File: config.mk
export PLATFORM = sky130hd
export DESIGN_NAME = branch_predict_sched
export DESIGN_NICKNAME = d
export VERILOG_FILES = /design/src/rtl/branch_predict_sched.sv
export SDC_FILE = /design/constraint.sdc
export NUM_CORES = 1
export LEC_CHECK = 0
export CORE_MARGIN = 3
export CORE_UTILIZATION = 47
export DETAILED_ROUTE_END_ITERATION = 8
export GPL_TIMING_DRIVEN = 1
export PLACE_DENSITY_LB_ADDON = 0.25
export SKIP_LAST_GASP = 1
export SYNTH_ARGS = -nofsm -noshare
export SYNTH_HDL_FRONTEND = slang
export SYNTH_SLANG_ARGS = --single-unit
File: constraint.sdc
create_clock -name clk -period 2.86 [get_ports clk]
set_clock_uncertainty 0.2 [all_clocks]
set_input_delay 0.572 -clock clk [delete_from_list [all_inputs] [get_ports clk]]
set_output_delay 0.572 -clock clk [all_outputs]
set_load 0.02 [all_outputs]
File: src/rtl/branch_predict_sched.sv
// Branch prediction scheduler: issues predictor lookups for fetch, tracks them in an
// in-order in-flight queue, and replays recorded predictions to the renew port on resolve.
module branch_predict_sched #(
    parameter int DEPTH     = 8,
    parameter int TAG_WIDTH = 3
) (
    input  logic                 clk,
    input  logic                 rst_n,
    input  logic                 req_valid,
    output logic                 req_ready,
    output logic                 resp_valid,
    output logic                 resp_taken,
    output logic [TAG_WIDTH-1:0] resp_tag,
    input  logic                 resolve_valid,
    input  logic                 resolve_taken,
    output logic                 resolve_error,
    output logic                 flush,
    output logic [TAG_WIDTH:0]   count,
    output logic                 predict_valid,
    input  logic                 predict_result,
    output logic                 renew_valid,
    output logic                 last_predict,
    output logic                 renew_result
);

    typedef enum logic [1:0] {
        IDLE  = 2'd0,
        WAIT  = 2'd1,
        FLUSH = 2'd2
    } state_t;

    localparam logic [TAG_WIDTH:0] FULL = (TAG_WIDTH+1)'(DEPTH);

    state_t               state;
    state_t               state_nxt;
    logic [DEPTH-1:0]     queue;
    logic [TAG_WIDTH-1:0] wr_ptr;
    logic [TAG_WIDTH-1:0] rd_ptr;
    logic                 resolve_ok;
    logic                 mispredict;
    logic                 push;
    logic                 pop;

    // Resolves in FLUSH belong to the squashed wrong path and are dropped without error.
    assign resolve_ok = resolve_valid && (state != FLUSH) && (count != '0);
    assign mispredict = resolve_ok && (queue[rd_ptr] != resolve_taken);
    assign push       = (state == WAIT) && !mispredict;
    assign pop        = resolve_ok && !mispredict;

    always_ff @(posedge clk or negedge rst_n) begin
        if (!rst_n) begin
            state <= IDLE;
        end else begin
            state <= state_nxt;
        end
    end

    always_comb begin
        state_nxt = state;
        case (state)
            IDLE: begin
                if (mispredict) begin
                    state_nxt = FLUSH;
                end else if (predict_valid) begin
                    state_nxt = WAIT;
                end
            end
            WAIT:    state_nxt = mispredict ? FLUSH : IDLE;
            FLUSH:   state_nxt = IDLE;
            default: state_nxt = IDLE;
        endcase
    end

    // Requests stall while a resolve or its renew is in progress so lookups see updated history.
    always_comb begin
        req_ready     = (state == IDLE) && (count < FULL) && !resolve_valid && !renew_valid;
        predict_valid = req_valid && req_ready;
    end

    always_ff @(posedge clk or negedge rst_n) begin
        if (!rst_n) begin
            queue         <= '0;
            wr_ptr        <= '0;
            rd_ptr        <= '0;
            count         <= '0;
            resp_valid    <= 1'b0;
            resp_taken    <= 1'b0;
            resp_tag      <= '0;
            renew_valid   <= 1'b0;
            last_predict  <= 1'b0;
            renew_result  <= 1'b0;
            flush         <= 1'b0;
            resolve_error <= 1'b0;
        end else begin
            resp_valid    <= 1'b0;
            renew_valid   <= 1'b0;
            flush         <= 1'b0;
            resolve_error <= 1'b0;

            if (resolve_valid && (state != FLUSH) && (count == '0)) begin
                resolve_error <= 1'b1;
            end

            if (resolve_ok) begin
                renew_valid  <= 1'b1;
                last_predict <= queue[rd_ptr];
                renew_result <= resolve_taken;
            end

            if (mispredict) begin
                flush  <= 1'b1;
                wr_ptr <= '0;
                rd_ptr <= '0;
                count  <= '0;
            end else begin
                if (push) begin
                    queue[wr_ptr] <= predict_result;
                    resp_valid    <= 1'b1;
                    resp_taken    <= predict_result;
                    resp_tag      <= wr_ptr;
                    wr_ptr        <= wr_ptr + TAG_WIDTH'(1);
                end
                if (pop) begin
                    rd_ptr <= rd_ptr + TAG_WIDTH'(1);
                end
                count <= count + (TAG_WIDTH+1)'(push) - (TAG_WIDTH+1)'(pop);
            end
        end
    end

endmodule
==> results.md, run 1 <==
* Status: completed
* Global-route usage over all layers at between 10% and 20%
* Number of max-cap violations at 0
* Port Buf Inserts at 21
* Area growth from synthesis to final layout at 31.76%
* Average via count per standard cell at 5.316
* Die width at about 60 µm
* Routed via count at 1,010
* Distinct cell type count of the synthesized netlist at 33
* Syn. warnings at 0
* Slew at the pin with the worst max-slew slack at 0.4397 ns
* Peak clock frequency supported by timing at 352.0 MHz
* Avg Synthesized Cell Area at 12.12 µm²
* Die Area at 0.003797 mm²
* Fraction of synthesized area in multiplexers at 14.37%
* Via count of the first global-routing pass at 1,025
* Vertical die dimension at just over 60 µm
* Clock sinks at 30
* Overflow left after global routing at 0
* Worst-case setup slack after placement at -0.2744 ns
* Count of routing violations after the opening detailed-route iteration at 36
* Gp weighted congestion at around 0.70
* Arr. time, crit path at 2.85 ns
* Async S/R FF share, synth at 100.0%
* Slowest stage delay, CP at 0.53 ns
* Post-Synthesis Cells at between 100 and 150
* Combinational family with the most area after synthesis: simple AND/OR/NAND/NOR gates
* Starting density of the core at 50.96%
* Total Negative Setup Slacks at 0 ns
* Crit Path Max Fanout at 3
* Area of the mapped netlist at 0.001454 mm²
* CTS tree: yes
* Synthesized-area fraction occupied by ao, oa, aoi and oai cells at 3.012%
* Remaining antenna violation count at 0
* Launching element type of the critical path: register
* Dominant cell by count in the synthesized netlist: dfrtp_1
* Largest net degree at the start of global routing at 31
* Net count after synthesis at 134
* Crit-path slowest cell: mux4_2
* Number of optimization iterations in the first detailed-route pass at 4
* Post-synth top area cell: dfrtp_1
* Detail-routed net length per standard cell at 14.42 µm
* Synth Area in XOR/XNOR at between 3 and 4%
* Final nets at 172
* Number of diodes at 0
* Worst-case hold slack at around 0.28 ns
* I/O pin total at 22
* Part of the cycle the worst path needs at 99.34%
* Placement Rows at 19
* Total power divided by cell area at 1115 mW/mm²
* Number of storage elements in the synthesis netlist at 30
* Prevailing post-synth register cell: dfrtp_1
* Type of element capturing the critical path: register
* HP Class: reg2reg
* HPWL after detailed placement at 1.900 mm
* Clock edge transition at the registers on the reported setup and hold paths at 0.09 ns
* Unrepaired setup endpoints after global routing: yes
* Critical Path RT at 2.86 ns
* Worst IR drop on VDD at 0.5317 mV
* Synth Area in Adders at between 7 and 8%
* Clock insertion delay at the later pin of the skew report at 0.33 ns
* Simple-gate area share of the yosys netlist at approximately 16%
* Leakage at 0.8600 nW
* Normalized max-slew margin at 70.63%
* Max-slew violation total from the final report at 0
* Antenna violations before repair at 0
* Clock buffers created by TritonCTS at 5
* Top post-synthesis cells by area: dfrtp_1, mux2_2, ha_1
* Proportion of layout cells with a drive suffix above 1 at 32.70%
* Share of synthesized area occupied by flip-flops and latches at 51.64%
* Fraction of synthesized cell area taken by the top area cell type at 51.64%
* Total detailed-routing wirelength at 2.740 mm
* Hold Vio Cnt, Final at 0
* Global-route wire length before repair at 4.547 mm
* Final total power at 0.002135 W
* Final critical-path setup slack at 0.01876 ns
* Kind of critical path: reg2reg
* Clk root buf: clkbuf_4
* Clock period minus final worst setup slack at roughly 2.8 ns
* Most frequent cells after synthesis: dfrtp_1, mux2_2, nand2_1, nor2_1, inv_1
* Final setup violation count at 0
* Total number of H-tree levels at 2
* Buffer levels on the longest clock path at 2
* Cell-by-cell listing of the critical path: mux4_2, mux2i_4, mux2i_2, nor2_2, inv_2, ha_4, inv_2, ha_4, fa_2, nor2b_1
* Post-synth EDFFs at 0
* Number of design rule violations left after detail routing at 0
* Area of the placeable core at roughly 0.0029 mm²
## layout by cell type, fill, tap and decap left out, types with 2 or more instances in the layout
cell	Yosys	routed
clkdlybuf4s50_1	0	19
mux4_2	0	2
o22ai_1	2	2
ha_4	0	3
nand2_1	10	10
nor4_1	2	2
xor2_1	2	2
nand4_1	2	2
nor2_2	0	2
mux2_2	11	11
nor2_1	10	8
buf_4	0	12
xnor2_1	4	3
clkbuf_4	0	5
dfrtp_1	30	28
nor2b_1	4	4
dfrtp_2	0	2
inv_2	0	3
and2_1	2	2
inv_1	9	6
nand2b_1	2	2
ha_1	7	4
nor4b_2	2	2
## metrics by stage
| stage | utilization, % | std cells | instance area, µm² |
|---|---|---|---|
| CTS | 65.18 | 189 | 1859 |
| global placement | 61.75 | 179 | 1762 |
| finish | 67.15 | 190 | 1916 |
| global route | 67.15 | 190 | 1916 |
| detailed placement | 61.75 | 179 | 1762 |
| floorplan | - | 120 | 1456 |
## report_power, final
group | switching, W | internal, W
Combinational | 0.000509 | 0.000592
Sequential | 0.000127 | 0.000576
Clock | 0.000147 | 0.000184
## cell type report
class / instances / area [µm²]
Multi-Input combinational cell: 78 / 705.7
Fill cell: 223 / 937.1
Sequential cell: 30 / 753.2
Inverter: 9 / 33.78
Clock buffer: 6 / 41.29
Timing Repair Buffer: 34 / 305.3
Tap cell: 31 / 38.79
Clock inverter: 2 / 37.54
## layer usage
layer  part of all wire (%)  vias to the layer above  global-route usage (%)
li1                       -                      491                       -
met2                     47                       25                   26.46
met5                      0                        -                       0
met1                     47                      490                   22.12
met3                    4.7                        4                   7.128
met4                    1.1                        0                   5.455
## what timing repair did
item,in CTS,in global routing
hold buffers,0,0
pin swaps,2,10
resized for setup,4,13
buffers inserted,2,1
endpoints found under the setup margin,5,4
## kinds of logic after synthesis
group	after synthesis
adder cells (fa/ha/maj)	8
AO/OA/AOI/OAI	7
flip-flops	30
multiplexers	15
AND/OR/NAND/NOR	42
XOR/XNOR	6
buffers and inverters	12
## registers in the layout, summed over array words and instances (netlist names)
| register | count |
|---|---|
| count | 4 |
| resp_valid | 1 |
| flush | 1 |
| rd_ptr | 3 |
| renew_result | 1 |
| resp_tag | 3 |
| wr_ptr | 3 |
| resp_taken | 1 |
| renew_valid | 1 |
| queue | 8 |
| resolve_error | 1 |
| state | 2 |
| last_predict | 1 |
## worst max-delay path: cells and delay by family (launching register included)
kind | cells | cell delay (ns)
adder cells (fa/ha/maj) | 3 | 0.74
buffers and inverters | 2 | 0.12
flip-flops | 1 | 0.41
AND/OR/NAND/NOR | 2 | 0.20
multiplexers | 3 | 1.05
## final timing paths
check	startpoint	end	slack, ns	cells past startpoint
max	rd_ptr[0]$_DFFE_PN0P_	count[1]$_DFF_PN0_	0.02	10
min	renew_result$_DFFE_PN0P_	renew_result$_DFFE_PN0P_	0.28	2
max reg2reg	rd_ptr[0]$_DFFE_PN0P_	count[1]$_DFF_PN0_	0.02	10
min reg2reg	renew_result$_DFFE_PN0P_	renew_result$_DFFE_PN0P_	0.28	2
max in group asynchronous	rst_n	rd_ptr[0]$_DFFE_PN0P_	1.74	2
min in group asynchronous	rst_n	resp_taken$_DFFE_PN0P_	0.42	2
(Power assumes the default switching activity.)
==> run 2, diff against run 1 <==
- MAX_ROUTING_LAYER: unset -> met4
- RECOVER_POWER: unset -> 100
==> results.md, run 2 (synthesis gave the netlist of run 1 again) <==
* Remaining antenna violation count at 0
* Slew at the pin with the worst max-slew slack at 1.581 ns
* Number of optimization iterations in the first detailed-route pass at 4
* Critical Path RT at about 2.9 ns
* Largest regs: queue (8), count (4)
* Critical path's top delay family: multiplexers
* Crit Path Max Fanout at 3
* Average via count per standard cell at 5.295
* Number of max-cap violations at 1
* Vertical die dimension at 61.62 µm
* Hold Vio Cnt, Final at 0
* HP Class: reg2reg
* Clock insertion delay at the later pin of the skew report at 0.33 ns
* Final total power at 0.002134 W
* Antenna violations before repair at 0
* Worst-case setup slack after placement at -0.2744 ns
* Overflow left after global routing at 0
* Violations in the final reports: max-capacitance violations, max-slew violations
* Via count of the first global-routing pass at 1,027
* Count of routing violations after the opening detailed-route iteration at 33
* Area growth from synthesis to final layout at 31.50%
* Crit-path slowest cell: mux4_2
* Unrepaired setup endpoints after global routing: yes
* Max-slew violation total from the final report at 31
* Clk root buf: clkbuf_4
* Worst reg2reg startpoint: rd_ptr[0]$_DFFE_PN0P_
* Area of the placeable core at 0.002853 mm²
* Final critical-path setup slack at 0.02030 ns
* Cell-by-cell listing of the critical path: mux4_2, mux2i_4, mux2i_2, nor2_2, inv_2, ha_4, inv_2, ha_4, fa_2, nor2b_1
* Starting density of the core at 50.96%
* Leakage at 0.8566 nW
* Startpoint of the worst hold path: renew_result$_DFFE_PN0P_
* Max reg flops at 8
* Port Buf Inserts at 21
* Clock buffers created by TritonCTS at 5
* Depth of the worst hold-timing path at 2
* Die width at between 60 and 70 µm
* Launching element type of the critical path: register
* Placement Rows at 19
* Total power divided by cell area at roughly 1100 mW/mm²
* Filler cells at 223
* Number of buffer and inverter stages on the critical path at 2
* Final setup violation count at 0
* Clock edge transition at the registers on the reported setup and hold paths at 0.09 ns
* Number of stages on the worst setup path at 10
* Slowest stage delay, CP at between 0.5 and 0.6 ns
* Number of diodes at 0
* Highest-count cells in the layout ignoring fill and taps: dfrtp_1, clkdlybuf4s50_1, mux2_2, buf_4, nand2_1
* Worst IR drop on VDD at 0.5288 mV
* Global-route wire length before repair at 4.540 mm
* Normalized max-slew margin at -5.372%
* Largest net degree at the start of global routing at 31
* Clock sinks at 30
* Die Area at 0.003797 mm²
* Register with the most flip-flops: queue
* Cell Area, Placed at 0.001762 mm²
* Detail-routed net length per standard cell at 14.33 µm
* I/O pin total at 22
* Gp weighted congestion at 0.7050
* Kind of critical path: reg2reg
* Fin area at between 0.0015 and 0.002 mm²
* Final nets at 172
* Number of buffers inserted by hold repair at cts at 0
* Status: complete, but fails checks
* HPWL after detailed placement at 1.900 mm
* Beginning of the critical path: rd_ptr[0]$_DFFE_PN0P_
* Peak clock frequency supported by timing at between 300 and 400 MHz
* Clock period minus final worst setup slack at 2.840 ns
* Part of the cycle the worst path needs at 99.29%
* Total number of H-tree levels at 2
* CTS tree: yes
* Proportion of layout cells with a drive suffix above 1 at 32.08%
* Worst reg2reg path depth at 10
* Arr. time, crit path at 2.85 ns
* Buffer levels on the longest clock path at 2
* Global-route usage over all layers at 17.46%
* Number of design rule violations left after detail routing at 0
* Type of element capturing the critical path: register
* Leading cell type in the layout, fill and taps excluded: dfrtp_1
* Routed via count at 1,006
* Total detailed-routing wirelength at 2.722 mm
## run 2: cell types whose count changed in the layout (fill, tap and decap cells not counted)
cell             delta
buf_4               -1
clkbuf_1            +1
clkdlybuf4s50_1     -1
dlygate4sd3_1       +1
## run 2: per-layer routing
| layer | vias up | GRT usage, % | wire length, µm |
|---|---|---|---|
| li1 | 491 | - | - |
| met1 | 481 | 22.12 | 1283 |
| met2 | 27 | 26.46 | 1265 |
| met3 | 7 | 4.612 | 128 |
| met4 | 0 | 7.273 | 44 |
| met5 | - | - | 0 |
## run 2: path summary, 6_finish.rpt
path                                                 end  slack (ns)
worst max-delay path                  count[1]$_DFF_PN0_        0.02
worst min-delay path            renew_result$_DFFE_PN0P_        0.28
worst max register to register        count[1]$_DFF_PN0_        0.02
worst min register to register  renew_result$_DFFE_PN0P_        0.28
max in group asynchronous          rd_ptr[0]$_DFFE_PN0P_        0.47
min in group asynchronous         resp_taken$_DFFE_PN0P_        0.96
## run 2: report_power, final
| part | switching (W) | internal [W] |
|---|---|---|
| clock | 0.000147 | 0.000184 |
| sequential | 0.000126 | 0.000576 |
| combinational | 0.000509 | 0.000591 |
| total | 0.000782 | 0.00135 |
## run 2: stage by stage
stage / utilization [%] / setup TNS (ns) / hold WS [ns] / instances
6_report: 67.02 / 0 / 0.2826 / 190
5_1_grt: 67.02 / -0.2148 / 0.3307 / 190
4_1_cts: 65.18 / -0.1143 / 0.2870 / 189
3_5_place_dp: 61.75 / -0.6457 / 0.2658 / 179
3_3_place_gp: 61.75 / -0.5416 / 0.2575 / 179
2_1_floorplan: - / -0.007539 / 0.07641 / 120
## run 2: timing repair
item	in CTS	in global routing
gates resized for setup	4	13
setup buffers	2	1
setup endpoints to repair	5	4
cloned	0	0
endpoints found under the hold margin	0	0
pin swaps	2	10
## run 2: worst min-delay path, delay by kind of cell, from the launching register on
kind | cells | cell delay [ns]
AND/OR/NAND/NOR | 2 | 0.10
flip-flops | 1 | 0.36
## run 2: area by class of cell
cell class	instances	area [µm²]	area share, %
sequential	30	753.2	39.40
multi-input combinational	78	705.7	36.91
timing repair buffer	34	301.5	15.77
clock buffer	6	41.29	2.160
tap	31	38.79	2.029
clock inverter	2	37.54	1.963
inverter	9	33.78	1.767
==> run 3, diff against run 2 <==
- CORE_ASPECT_RATIO: unset -> 0.75
==> results.md, run 3 (synthesis gave the netlist of run 1 again) <==
* Status: complete, but fails checks
* Clock buffers created by TritonCTS at 5
* Proportion of layout cells with a drive suffix above 1 at 32.72%
* Fin area at a little under 0.002 mm²
* Total power divided by cell area at 1118 mW/mm²
* HP Class: reg2reg
* Number of design rule violations left after detail routing at 0
* Peak clock frequency supported by timing at about 350 MHz
* Leading cell type in the layout, fill and taps excluded: dfrtp_1
* Number of non-filler instances in the completed layout at just under 200
* Total number of H-tree levels at 2
* Critical Path RT at 2.82 ns
* Routed via count at 1,034
* Global-route wire length before repair at 5.306 mm
* Number of diodes at 0
* Clk root buf: clkbuf_8
* Starting density of the core at a little over half
* Port Buf Inserts at 21
* Placement Rows at 16
* Number of buffers inserted by hold repair at cts at 0
* Final setup violation count at 1
* Detail-routed net length per standard cell at 16.82 µm
* Worst IR drop on VDD at 0.6674 mV
* Global-route usage over all layers at 20.10%
* Endpoint of the most critical register-to-register path: count[1]$_DFF_PN0_
* Die Area at 0.003803 mm²
* Final total power at between 0.002 and 0.0025 W
* Via count of the first global-routing pass at between 1,000 and 1,500
* Vertical die dimension at 54.17 µm
* Worst reg2reg startpoint: rd_ptr[0]$_DFFE_PN0P_
* Slowest stage delay, CP at about 0.56 ns
* Util after Layout at 70.23%
* Count of routing violations after the opening detailed-route iteration at 47
* HPWL after detailed placement at 2.159 mm
* I/O pin total at 22
* Remaining antenna violation count at 0
* Depth of the worst hold-timing path at 2
* Register with the most flip-flops: queue
* Antenna violations before repair at 0
* Launching element type of the critical path: register
* Clock sinks at 30
* CTS tree: yes
* Cell-by-cell listing of the critical path: mux4_2, mux2i_4, mux2i_2, nor2_2, inv_2, ha_4, inv_2, ha_4, fa_2, nor2b_1
* Critical path's top delay family: multiplexers
* Worst reg2reg path depth at 10
* R2R setup slack at -0.01 ns
* Crit-path slowest cell: mux4_2
* Clock period minus final worst setup slack at 2.872 ns
* Largest regs: queue (8), count (4)
* Gp weighted congestion at 0.6930
* Slew at the pin with the worst max-slew slack at 1.594 ns
* Max-slew violation total from the final report at 31
* Normalized max-slew margin at -6.262%
* Area growth from synthesis to final layout at 34.42%
* Number of optimization iterations in the first detailed-route pass at 4
* Terminating pin of the worst hold path: renew_result$_DFFE_PN0P_
* Crit Path Max Fanout at 3
* Area of the placeable core at about 0.0028 mm²
* Leakage at 0.9083 nW
* Max reg flops at 8
* Number of buffer and inverter stages on the critical path at 2
* Filler cells at 207
* Cell Area, Placed at roughly 0.0018 mm²
* Total detailed-routing wirelength at 3.330 mm
* Number of max-cap violations at 1
* Violations in the final reports: max-capacitance violations, max-slew violations, negative setup slack
* Buffer levels on the longest clock path at 2
* Final critical-path setup slack at -0.01183 ns
* Part of the cycle the worst path needs at 100.4%
* Die width at 70.22 µm
* Inst Count DP at between 150 and 200
* Hold Vio Cnt, Final at 0
* Type of element capturing the critical path: register
* Startpoint of the worst hold path: renew_result$_DFFE_PN0P_
* Overflow left after global routing at 0
* Kind of critical path: reg2reg
* Final nets at 177
* Average via count per standard cell at between 5 and 6
* Clock edge transition at the registers on the reported setup and hold paths at 0.05 ns
* Unrepaired setup endpoints after global routing: yes
* Worst-case hold slack at slightly below 0.3 ns
* Clock insertion delay at the later pin of the skew report at around 0.28 ns
* Largest net degree at the start of global routing at 31
* Highest-count cells in the layout ignoring fill and taps: dfrtp_1, buf_4, dlygate4sd3_1, mux2_2, nand2_1
* Arr. time, crit path at 2.83 ns
-- run 3: timing repair --
action                     in CTS  in global routing
setup endpoints to repair       5                  4
gates resized for setup         7                 10
setup buffers                   1                  6
pin swaps                       4                  7
-- run 3: worst reg2reg max path: cells and delay by family (launching register included) --
| kind | cells | cell delay [ns] |
|---|---|---|
| muxes | 3 | 1.06 |
| adders and majority gates | 3 | 0.74 |
| DFF | 1 | 0.41 |
| and+or+nand+nor | 2 | 0.21 |
| buffers and inverters | 2 | 0.13 |
-- run 3: metal layers --
layer  GRT usage [%]  vias to the layer above  routed length (µm)
li1                -                      497                   -
met1           25.91                      504                1556
met2           29.50                       26                1585
met3           5.224                        7                 133
met4           10.51                        0                  55
met5               -                        -                   0
-- run 3: power breakdown --
part           switching [W]  total [W]  leakage (nW)  internal (W)
Combinational       0.000554    0.00116         0.478      0.000602
Clock               0.000139   0.000323        0.0431      0.000185
Sequential          0.000129   0.000706         0.387      0.000577
-- run 3: how the worst max path moves through the flow --
stage	startpoint	to	slack (ns)	cells after the start
detailed placement	resolve_valid	predict_valid	-0.27	5
global route	rd_ptr[0]$_DFFE_PN0P_	count[3]$_DFF_PN0_	-0.12	12
floorplan	rd_ptr[0]$_DFFE_PN0P_	count[2]$_DFF_PN0_	-0.006	11
CTS	rd_ptr[0]$_DFFE_PN0P_	count[1]$_DFF_PN0_	-0.03	10
global placement	resolve_valid	predict_valid	-0.23	5
finish	rd_ptr[0]$_DFFE_PN0P_	count[1]$_DFF_PN0_	-0.01	10
-- run 3: through the flow --
stage / setup slack (ns) / TNS, ns
after floorplan: -0.005549 / -0.007539
after detailed placement: -0.2705 / -0.7799
after global placement: -0.2333 / -0.7363
after global routing: -0.1208 / -0.2827
after CTS: -0.02839 / -0.05728
final: -0.01183 / -0.01183
-- run 3: cell type report --
type	instances	area (µm²)	share of cell area (%)
sequential	30	752.0	38.48
timing repair buffer	39	335.3	17.16
clock buffer	6	82.58	4.225
inverter	9	33.78	1.729
tap	36	45.04	2.305
multi-input combinational	78	705.7	36.11
